File: config.mk
export PLATFORM = sky130hd
export DESIGN_NAME = mc_dest_resolver
export DESIGN_NICKNAME = d
export VERILOG_FILES = /design/src/rtl/mc_resolver_pkg.sv /design/src/rtl/mc_da_classify.sv /design/src/rtl/mc_dest_resolver.sv
export SDC_FILE = /design/constraint.sdc
export NUM_CORES = 1
export LEC_CHECK = 0
export ABC_AREA = 1
export ABC_CLOCK_PERIOD_IN_PS = 2700
export CORE_MARGIN = 5
export CORE_UTILIZATION = 46
export CTS_CLUSTER_DIAMETER = 40
export DETAILED_ROUTE_END_ITERATION = 12
export GPL_ROUTABILITY_DRIVEN = 0
export PLACE_DENSITY_LB_ADDON = 0.1
export SYNTH_ARGS = -nofsm -noshare
export SYNTH_HDL_FRONTEND = slang
export SYNTH_SLANG_ARGS = --single-unit
File: constraint.sdc
create_clock -name clk_sys -period 2.7 [get_ports clk_sys]
set_input_delay 0.405 -clock clk_sys [delete_from_list [all_inputs] [get_ports clk_sys]]
set_output_delay 0.405 -clock clk_sys [all_outputs]
set_load 0.01 [all_outputs]
File: src/rtl/mc_resolver_pkg.sv
// Shared definitions for the multicast destination resolver: result class
// codes, the IEEE reserved-multicast DA prefix and the one-hot FSM encoding.
package mc_resolver_pkg;

    localparam logic [1:0] CLS_UCAST = 2'd0;
    localparam logic [1:0] CLS_RSVD  = 2'd1;
    localparam logic [1:0] CLS_FLOOD = 2'd2;
    localparam logic [1:0] CLS_DROP  = 2'd3;

    // 01-80-C2-00-00-xx with xx in 00..1F: upper 40 bits fixed, top 3 bits of the last octet zero
    localparam logic [39:0] RSVD_PREFIX  = 40'h0180C20000;
    localparam logic [7:0]  RSVD_MASK_LO = 8'hE0;

    typedef enum logic [3:0] {
        IDLE = 4'b0001,
        REQ  = 4'b0010,
        REL  = 4'b0100,
        OUT  = 4'b1000
    } state_t;

endpackage

File: src/rtl/mc_da_classify.sv
// Combinational destination-MAC classifier: flags IEEE reserved multicast,
// broadcast and any group (multicast) address.
module mc_da_classify
    import mc_resolver_pkg::*;
(
    input  logic [47:0] da,
    output logic        is_rsvd,
    output logic        is_bcast,
    output logic        is_group
);

    assign is_rsvd  = (da[47:8] == RSVD_PREFIX) && ((da[7:0] & RSVD_MASK_LO) == 8'h00);
    assign is_bcast = &da;
    // The group bit is the least significant bit of the first transmitted octet
    assign is_group = da[40];

endmodule

File: src/rtl/mc_dest_resolver.sv
// Multicast destination resolver. Classifies each accepted header DA, fetches
// routes for reserved multicast over a 4-phase request/ack/nak handshake to the
// flow table, and emits one masked egress map per header, in order.
// Optional feature: define MC_RESOLVER_TIMEOUT_EN to bound the flow-table wait;
// a silent responder then yields a drop result after TIMEOUT_CYC cycles.
module mc_dest_resolver
    import mc_resolver_pkg::*;
#(
    parameter int          PORT_W      = 4,
    parameter logic [15:0] FLOOD_MAP   = 16'hFFFF,
    parameter int          TIMEOUT_CYC = 64
) (
    input  logic              clk_sys,
    input  logic              rst_sys,
    input  logic              hdr_valid,
    output logic              hdr_ready,
    input  logic [47:0]       hdr_da,
    input  logic [PORT_W-1:0] hdr_src_port,
    output logic              res_valid,
    input  logic              res_ready,
    output logic [1:0]        res_cls,
    output logic [15:0]       res_portmap,
    output logic              ftm_req_valid,
    output logic [15:0]       ftm_req_mac,
    input  logic              ftm_resp_ack,
    input  logic              ftm_resp_nak,
    input  logic [15:0]       ftm_resp_result
);

    // The wait counter is 8 bits wide, so the limit must fit in it
    if (TIMEOUT_CYC < 1 || TIMEOUT_CYC > 256) begin : g_timeout_range
        $error("TIMEOUT_CYC must be in 1..256");
    end

    state_t            state;
    logic [PORT_W-1:0] src_q;
    logic              is_rsvd;
    logic              is_bcast;
    logic              is_group;
    logic              hdr_fire;

`ifdef MC_RESOLVER_TIMEOUT_EN
    localparam logic [7:0] TIMEOUT_LAST = 8'(TIMEOUT_CYC - 1);
    logic [7:0] wait_cnt;
`endif

    // Clear the source port's own bit; an index beyond bit 15 shifts out and masks nothing
    function automatic logic [15:0] mask_src(input logic [15:0] map, input logic [PORT_W-1:0] src);
        logic [15:0] src_bit;
        src_bit = 16'h0001 << src;
        return map & ~src_bit;
    endfunction

    mc_da_classify u_classify (
        .da       (hdr_da),
        .is_rsvd  (is_rsvd),
        .is_bcast (is_bcast),
        .is_group (is_group)
    );

    // A lingering ack/nak (e.g. after reset) must clear before a new request can start
    assign hdr_ready = (state == IDLE) && !ftm_resp_ack && !ftm_resp_nak;
    assign hdr_fire  = hdr_valid && hdr_ready;

    // Resolver FSM with registered result and flow-table request outputs
    always_ff @(posedge clk_sys) begin
        if (rst_sys) begin
            state         <= IDLE;
            src_q         <= '0;
            res_valid     <= 1'b0;
            res_cls       <= CLS_UCAST;
            res_portmap   <= 16'h0000;
            ftm_req_valid <= 1'b0;
            ftm_req_mac   <= 16'h0000;
`ifdef MC_RESOLVER_TIMEOUT_EN
            wait_cnt      <= 8'd0;
`endif
        end else begin
            case (state)
                IDLE: begin
                    if (hdr_fire) begin
                        src_q <= hdr_src_port;
                        if (is_rsvd) begin
                            // ftm_req_mac doubles as the DA register for the lookup
                            ftm_req_valid <= 1'b1;
                            ftm_req_mac   <= hdr_da[15:0];
`ifdef MC_RESOLVER_TIMEOUT_EN
                            wait_cnt      <= 8'd0;
`endif
                            state         <= REQ;
                        end else begin
                            res_valid <= 1'b1;
                            if (is_bcast || is_group) begin
                                res_cls     <= CLS_FLOOD;
                                res_portmap <= mask_src(FLOOD_MAP, hdr_src_port);
                            end else begin
                                res_cls     <= CLS_UCAST;
                                res_portmap <= 16'h0000;
                            end
                            state <= OUT;
                        end
                    end
                end
                REQ: begin
                    // ack has priority over a simultaneous nak
                    if (ftm_resp_ack) begin
                        res_cls       <= CLS_RSVD;
                        res_portmap   <= mask_src(ftm_resp_result, src_q);
                        ftm_req_valid <= 1'b0;
                        state         <= REL;
                    end else if (ftm_resp_nak) begin
                        res_cls       <= CLS_FLOOD;
                        res_portmap   <= mask_src(FLOOD_MAP, src_q);
                        ftm_req_valid <= 1'b0;
                        state         <= REL;
                    end
`ifdef MC_RESOLVER_TIMEOUT_EN
                    else if (wait_cnt == TIMEOUT_LAST) begin
                        res_cls       <= CLS_DROP;
                        res_portmap   <= 16'h0000;
                        ftm_req_valid <= 1'b0;
                        state         <= REL;
                    end else begin
                        wait_cnt <= wait_cnt + 8'd1;
                    end
`endif
                end
                REL: begin
                    if (!ftm_resp_ack && !ftm_resp_nak) begin
                        res_valid <= 1'b1;
                        state     <= OUT;
                    end
                end
                OUT: begin
                    if (res_ready) begin
                        res_valid <= 1'b0;
                        state     <= IDLE;
                    end
                end
                default: begin
                    state         <= IDLE;
                    res_valid     <= 1'b0;
                    res_cls       <= CLS_UCAST;
                    res_portmap   <= 16'h0000;
                    ftm_req_valid <= 1'b0;
                    ftm_req_mac   <= 16'h0000;
                end
            endcase
        end
    end

endmodule

Word level (Yosys, flattened, before mapping)
Index checks and enable logic that the tools add are counted.

word-level totals
  bits in registers = 44
  input bits = 74
  logic and storage cells = 76

operators by class
  eq/ne operators = 11
  shift operators = 2
  multiplexer cells = 32
  bitwise logic cells = 6
  reductions and logical operators = 18

operator list
  cell                  number
  $mux 16               7
  $pmux 16 s3           1
  $reduce_and 48->1     1
  $eq 40x33->1 const B  1
  $not 16->16           2
  $pmux 16 s2           1
  $shl 1x4->16 const A  2
  $mux 4                6
  $and 16x16->16        1
  $pmux 4 s4            1
  $reduce_and 4->1      3
  $mux 2                5
  $ne 2x2->1 const B    5
  $logic_not 8->1       1
  $mux 1                8
  $pmux 2 s3            1
  $logic_and 1x1->1     5
  $reduce_and 5->1      1
  $eq 4x1->1 const B    1
  $eq 4x2->1 const B    1
  $eq 4x3->1 const B    1
  $eq 4x4->1 const B    1
  $pmux 1 s4            1
  $ne 3x3->1 const B    1
  8 further kinds       11

Longest topological paths before layout
Gate-level depths: netlist of the first run.

  depth after elaboration = 6
  depth in mapped cells = 11
  gate-level depth less buffers = 11

By module
Synthesis of the first run repeated with hierarchy kept, for this count alone.

unflattened totals
  cell total of the unflattened synthesis = 570
  area, all modules = 3175.5 um^2

modules (own cells, without submodules)
  module            times used  cells an instance  area each (um^2)  seq. area each (um^2)
  mc_dest_resolver  1           467                2763.9            880.8
  mc_da_classify    1           103                411.6             0.0

Worst setup path after synthesis of the first run
No wires, ideal clock.

  path kind = input-to-reg
  from = in ftm_resp_ack
  to = reg ftm_req_mac[10]
  data arrival time = 1.454 ns
  required time = 2.572 ns
  slack = 1.119 ns
  cell stages on the path = 8
  path through = or2_4 o21ai_4 nand2_2 nor2_2 nand2_2 buf_6 nand2_1 nor2_1

between the ends
  longest elaborated chain between the ends = 6

RTL lines
  what                            line                    text
  start: declaration              mc_dest_resolver.sv:25  input logic ftm_resp_ack,
  $logic_not 1->1                 mc_dest_resolver.sv:62  assign hdr_ready = (state == IDLE) && !ftm_resp_ack && !ftm_resp_nak;
  $logic_and 1x1->1 (2 in a row)  mc_dest_resolver.sv:62
  $logic_and 1x1->1               mc_dest_resolver.sv:63  assign hdr_fire = hdr_valid && hdr_ready;
  $ne 2x2->1 (no line)            -
  $reduce_and 3->1 (no line)      -
  end signal: assignment          mc_dest_resolver.sv:86  ftm_req_mac <= hdr_da[15:0];
  end: declaration                mc_dest_resolver.sv:24  output logic [15:0] ftm_req_mac,

No other way between the ends.
A chain may end at the register's enable or synchronous reset.

Worst setup path in the final report of the first run
  from = in ftm_resp_ack
  to = out hdr_ready

between the ends
  longest elaborated chain between the ends = 3

RTL lines
  what                            line                    text
  $logic_not 1->1                 mc_dest_resolver.sv:62
  $logic_and 1x1->1 (2 in a row)  mc_dest_resolver.sv:62
  end: declaration                mc_dest_resolver.sv:16  output logic hdr_ready,

No other way between the ends.

==> results of run 1 <==
## stage by stage
stage	utilization	setup WS, ns
2_1_floorplan	-	1.12
3_3_place_gp	0.673	0.427
3_5_place_dp	0.673	0.430
4_1_cts	0.695	0.435
5_1_grt	0.695	0.363
6_report	0.695	0.438
## flip-flops by register name, indices dropped and copies added (netlist names)
| signal | count |
|---|---|
| ftm_req_valid | 1 |
| src_q | 4 |
| res_portmap | 16 |
| ftm_req_mac | 16 |
| res_cls | 2 |
| state | 4 |
| res_valid | 1 |
## path summary, 6_finish.rpt
| kind | end | from | depth (start not counted) | slack, ns |
|---|---|---|---|---|
| worst max-delay path | hdr_ready | ftm_resp_ack | 4 | 0.44 |
| worst min register to register | ftm_req_mac[14] | ftm_req_mac[14] | 2 | 0.44 |
| worst max register to register | ftm_req_mac[4] | state[3] | 7 | 0.85 |
| worst min-delay path | ftm_req_mac[14] | ftm_req_mac[14] | 2 | 0.44 |
## layout make-up
type / count / area (µm²)
sequential: 44 / 881
clock inverter: 2 / 38.8
fill: 486 / 1670
inverter: 49 / 184
timing repair buffer: 114 / 1130
tap: 72 / 90.1
multi-input combinational: 274 / 1400
clock buffer: 6 / 82.6
## synth_stat cells, types with 2 or more instances
cell type   n
nand3_1    28
a21oi_1    23
nand3b_1    2
buf_6       2
buf_2       3
dfxtp_1    44
o21ai_0    21
nor2_4      2
inv_2       3
inv_1      45
nor3_1      4
nand2_2     4
nand2_1    71
o22ai_1     5
nor2_1     59
nand4_1    17
a21oi_2     8
buf_4       3
o211ai_1   11
clkbuf_1   11
nand3_2     9
nor4_1      4
## critical path: cells and delay by family
family	cells	cell delay, ns
AND/OR/NAND/NOR	2	0.42
buffers and inverters	2	1.03
## per-layer routing
metal,global-route usage,wire [µm],up-vias
met4,0.0633,113,0
met1,0.265,3260,1317
met5,0,0,-
li1,-,-,1472
met2,0.372,3910,94
met3,0.0447,455,10
## power breakdown
part           total [mW]  internal (mW)  switching (mW)
logic                1.42          0.590           0.826
clock network       0.543          0.303           0.240
registers           0.882          0.785          0.0975
## logic make-up (layout without fill, tap and decap cells)
kind of cell    after synthesis  count (layout)
compound gates               70              70
simple gates                204             204
buf+inv                      69             171
flops                        44              44
==> metrics.md, run 1 <==
| Metric | Value |
|---|---|
| Fmax | `442 MHz` |
| Cell chain of the critical path | `clkdlybuf4s50_1 > or2_4 > nor2_1 > clkdlybuf4s50_1` |
| Number of antenna violations at the first check in global routing | `0` |
| Post-synth top area share | `0.342` |
| Placed inst area | `0.00368 mm²` |
| Crit-path most repeated cell | `clkdlybuf4s50_1` |
| GRT overflow | `0` |
| Commonest non-fill, non-tap cell in the layout | `clkdlybuf4s50_1` |
| Synth Area in Simple Gates | `0.377` |
| Die width | `84.9 µm` |
| Largest family of logic cells by synthesized area | `simple AND/OR/NAND/NOR gates` |
| Crit-path max cell delay | `0.55 ns` |
| Synth async-reset ratio | `0` |
| Nature of the critical path endpoint | `primary output` |
| Design Power | `2.84 mW` |
| Residual DRC | `0` |
| Setup TNS | `0 ns` |
| CP Launch Type | `input pin` |
| Yosys cell types | `30` |
| Leakage | `1.47 nW` |
| Die area | `0.00720 mm²` |
| Hold_buf cts | `0` |
| Syn avg cell area | `6.66 µm²` |
| Syn_nets | `461` |
| Sequential area share after synthesis | `0.342` |
| Layout area overhead | `47.5%` |
| Tmin final | `2.26 ns` |
| Clk_lat worst skew | `0.30 ns` |
| Via density | `5.16` |
| Post_cts resized | `0` |
| Core Rows | `27` |
| Routed Antenna Nets | `0` |
| Global-route wire length before repair | `12600 µm` |
| FF+latch count, synth | `44` |
| EDFF count, synth | `0` |
| Non-Filler Instances | `561` |
| Gr usage total | `0.213` |
| Total wire length | `7740 µm` |
| Max Cap Viol | `0` |
| Proportion of layout cells with a drive suffix above 1 | `0.0859` |
| Period utilisation layout | `0.838` |
| TritonCTS Buffers | `5` |
| Yosys top cell by area | `dfxtp_1` |
| Fin. max-slew vios | `0` |
| Worst-margin pin slew | `0.702 ns` |
| Tightest hold margin | `0.443 ns` |
| Synthesized cell area | `0.00258 mm²` |
| Status | `completed` |
| Std-Cell Core Area | `0.00547 mm²` |
| CTS tree | `done` |
| Clock Path Buffers | `2` |
| Yosys warning total | `0` |
| Setup bufs post-CTS | `0` |
| Vias in the first global route | `2749` |
| Final setup violating endpoints | `0` |
| I/O pins | `111` |
| H-tree level count | `2` |
| TritonRoute pass-1 iters | `4` |
| Die Y-Extent | `84.9 µm` |
| Max_slew headroom | `0.528` |
| Clk slew on worst S/H paths | `0.08 ns` |
| DR WL/cell | `13.8 µm` |
| Iter 0 DRT Violations | `127` |
| CP Class | `input pin to primary output` |
| Synth top area cells | `dfxtp_1 34%, nand2_1 10%, nor2_1 8.6%, inv_1 6.6%, nand3_1 5.4%` |
| CP required | `2.30 ns` |
| RSZ-0062 raised after global routing | `no` |
| Most frequent cells in the layout | `110 x clkdlybuf4s50_1, 71 x nand2_1, 59 x nor2_1, 45 x inv_1, 44 x dfxtp_1` |
| Area fraction in compound gates after synthesis | `0.165` |
| Primary FF master, synth | `dfxtp_1` |
| Placed insts | `553` |
| Clk_skew | `0.00193 ns` |
| Largest net degree at the start of global routing | `27` |
| Post-synthesis adder-cell area fraction | `0` |
| Worst hold path type | `register to register` |
| Multiplexer share of the synthesized area | `0` |
| Root buffer cell | `clkbuf_8` |
| Nets | `562` |
| Num Clock Sinks | `44` |
| Fin area | `0.00380 mm²` |
| Fin. Hold Viols | `0` |
| Slowest cell on crit path | `clkdlybuf4s50_1` |
| WP data arrival | `1.86 ns` |
| Maximum fanout along the worst path | `5` |
| Detailed placement HPWL | `5910 µm` |
| Initial core utilization | `0.471` |
| Port bufs | `110` |
| Worst vdd ir | `0.000524 V` |
| Xor/xnor cell area share of the yosys netlist | `0` |
| Total number of vias | `2893` |
| Mapped Cells | `387` |
| Power per Cell Area | `747 mW/mm²` |
| Antenna cells | `0` |
Note: power is estimated with default switching activity, not from simulation.
==> run 2, diff against run 1 <==
- ABC_CLOCK_PERIOD_IN_PS: 2700 -> 1820
- CORE_UTILIZATION: 46 -> 39
- clock period: 2.7 -> 1.82 ns (I/O delays scaled with it)
==> metrics.md, run 2 (same netlist as run 1, synthesis figures left out) <==
| Metric | Value |
|---|---|
| Number of antenna violations at the first check in global routing | `0 (unchanged)` |
| Routed Antenna Nets | `0 (unchanged)` |
| Delay-heaviest family, CP | `buffers and inverters` |
| Global-route wire length before repair | `12800 µm (+1.5%)` |
| Root buffer cell | `clkbuf_8` |
| Period utilisation layout | `0.921` |
| DR WL/cell | `13.5 µm (-2.5%)` |
| Max Cap Viol | `0 (unchanged)` |
| Final setup violating endpoints | `0 (unchanged)` |
| CP Launch Type | `input pin` |
| Initial core utilization | `0.404 (-0.0674)` |
| Largest net degree at the start of global routing | `19 (-30%)` |
| Clock Path Buffers | `2 (unchanged)` |
| H-tree level count | `2 (unchanged)` |
| RSZ-0062 raised after global routing | `no` |
| Biggest registers after layout | `ftm_req_mac (16), res_portmap (16)` |
| Pre-CTS setup slack | `-0.149 ns (-0.579 ns)` |
| Leakage | `1.62 nW (+9.7%)` |
| # fillers | `579 (+19%)` |
| Tightest hold margin | `0.440 ns (-0.00238 ns)` |
| Detailed placement HPWL | `6270 µm (+6.1%)` |
| Die Y-Extent | `91.3 µm (+7.6%)` |
| Layout area overhead | `57.7%` |
| CP required | `1.55 ns (-0.75 ns)` |
| Commonest non-fill, non-tap cell in the layout | `clkdlybuf4s50_1` |
| Num Clock Sinks | `44 (unchanged)` |
| GRT overflow | `0 (unchanged)` |
| Max_slew headroom | `0.773 (+0.245)` |
| TritonRoute pass-1 iters | `4 (unchanged)` |
| Die width | `91.3 µm (+7.6%)` |
| Clk_lat worst skew | `0.30 ns (about the same)` |
| Setup TNS | `0 ns (unchanged)` |
| R2R Setup Slk | `0.20 ns (-0.65 ns)` |
| Maximum fanout along the worst path | `4 (-1)` |
| Worst hold path type | `register to register` |
| Placed inst area | `0.00391 mm² (+6.1%)` |
| Antenna cells | `0 (unchanged)` |
| Fin area | `0.00407 mm² (+6.9%)` |
| Most frequent cells in the layout | `109 x clkdlybuf4s50_1, 71 x nand2_1, 59 x nor2_1, 44 x inv_1, 44 x dfxtp_1` |
| WHS Endpoint | `ftm_req_mac[7]` |
| Die area | `0.00834 mm² (+16%)` |
| Proportion of layout cells with a drive suffix above 1 | `0.132 (+0.0464)` |
| Core Rows | `29 (+7.4%)` |
| I/O pins | `111 (unchanged)` |
| Reg area | `881 µm² (unchanged)` |
| Placed insts | `582 (+5.2%)` |
| Via density | `5.06 (-1.9%)` |
| CTS tree | `done` |
| Footprint of the multi-input gates | `0.00140 mm² (unchanged)` |
| PnR worst setup slack | `0.145 ns (-0.293 ns)` |
| Worst-margin pin slew | `0.340 ns (-0.362 ns)` |
| TritonCTS Buffers | `5 (unchanged)` |
| Fin util | `0.637 (-0.0585)` |
| Tmin final | `1.68 ns` |
| Status | `completed` |
| Worst vdd ir | `0.000727 V (+39%)` |
| CP Class | `input pin to primary output` |
| Clk slew on worst S/H paths | `0.08 ns (about the same)` |
| Slowest cell on crit path | `clkdlybuf4s50_1` |
| Fmax | `597 MHz` |
| Hold path depth | `2 (unchanged)` |
| Worst r2r src | `state[3]` |
| Non-Filler Instances | `591 (+5.3%)` |
| Port bufs | `110 (unchanged)` |
| Crit-path max cell delay | `0.43 ns (-0.12 ns)` |
| Cell chain of the critical path | `clkdlybuf4s50_1 > or2_4 > nor2_1 > dlygate4sd2_1` |
| WP data arrival | `1.40 ns (-0.46 ns)` |
| Vias in the first global route | `2715 (-1.2%)` |
| Hold_buf cts | `0 (unchanged)` |
| Nature of the critical path endpoint | `primary output` |
| FF-to-FF path depth | `7 (unchanged)` |
| Clk_skew | `0.00810 ns (+0.00616 ns)` |
| Gr usage total | `0.185 (-0.0285)` |
| Hold wc startpoint | `ftm_req_mac[7]` |
| Fin. max-slew vios | `0 (unchanged)` |
| Total wire length | `7950 µm (+2.7%)` |
| Power per Cell Area | `1130 mW/mm² (+51%)` |
| Std-Cell Core Area | `0.00639 mm² (+17%)` |
| Total number of vias | `2990 (+3.4%)` |
| Residual DRC | `0 (unchanged)` |
| Worst Path Buf+Inv | `2 (unchanged)` |
| Reg-to-reg endpoint | `res_portmap[0]` |
| Iter 0 DRT Violations | `114 (-10%)` |
| Nets | `588 (+4.6%)` |
| Design Power | `4.59 mW (+61%)` |
| Fin. Hold Viols | `0 (unchanged)` |
## run 2: cell count changes in the layout (fill, tap and decap cells not counted), sizes merged
cell	delta
buf	+26
bufinv	+1
clkbuf	-1
clkdlybuf4s50	-1
clkinv	-1
clkinvlp	+1
dlygate4sd2	+1
inv	-1
## run 2: how the worst max path moves through the flow
stage / start / to / slack, ns / depth (start not counted)
5_1_grt: hdr_da[40] / ftm_req_mac[2] / 0.01 / 11
2_1_floorplan: ftm_resp_ack / ftm_req_mac[10] / 0.37 / 8
6_report: ftm_resp_ack / hdr_ready / 0.14 / 4
3_3_place_gp: ftm_resp_ack / hdr_ready / -0.15 / 4
3_5_place_dp: ftm_resp_ack / hdr_ready / -0.15 / 4
4_1_cts: state[2] / ftm_req_mac[3] / 0.05 / 7
## run 2: routing by layer
layer  wire length, µm  up-vias  global-route usage  share of wire
met5                 0        -                   0              0
li1                  -     1531                   -              -
met4               132        0              0.0599          0.017
met2              3940      109               0.312           0.50
met1              3370     1339               0.230           0.42
met3               509       11              0.0471          0.064
## run 2: what timing repair did
item / CTS / global route
cloned: 0 / 0
gates resized for setup: 1 / 2
setup buffers: 0 / 2
setup endpoints to repair: 1 / 28
## run 2: final cells by class
type,count,area share
inverter,49,0.0462
tap,77,0.0237
timing repair buffer,140,0.338
clock inverter,2,0.0148
multi-input combinational,274,0.344
sequential,44,0.217
clock buffer,5,0.0169
## run 2: worst min-delay path, delay by kind of cell, from the launching register on
kind	cells	cell delay, ns
DFF	1	0.31
and+or+nand+nor	2	0.10
## run 2: where the power goes
part           switching, mW  internal (mW)
sequential             0.116           1.16
clock                  0.346          0.541
combinational           1.30           1.13
total                   1.76           2.83
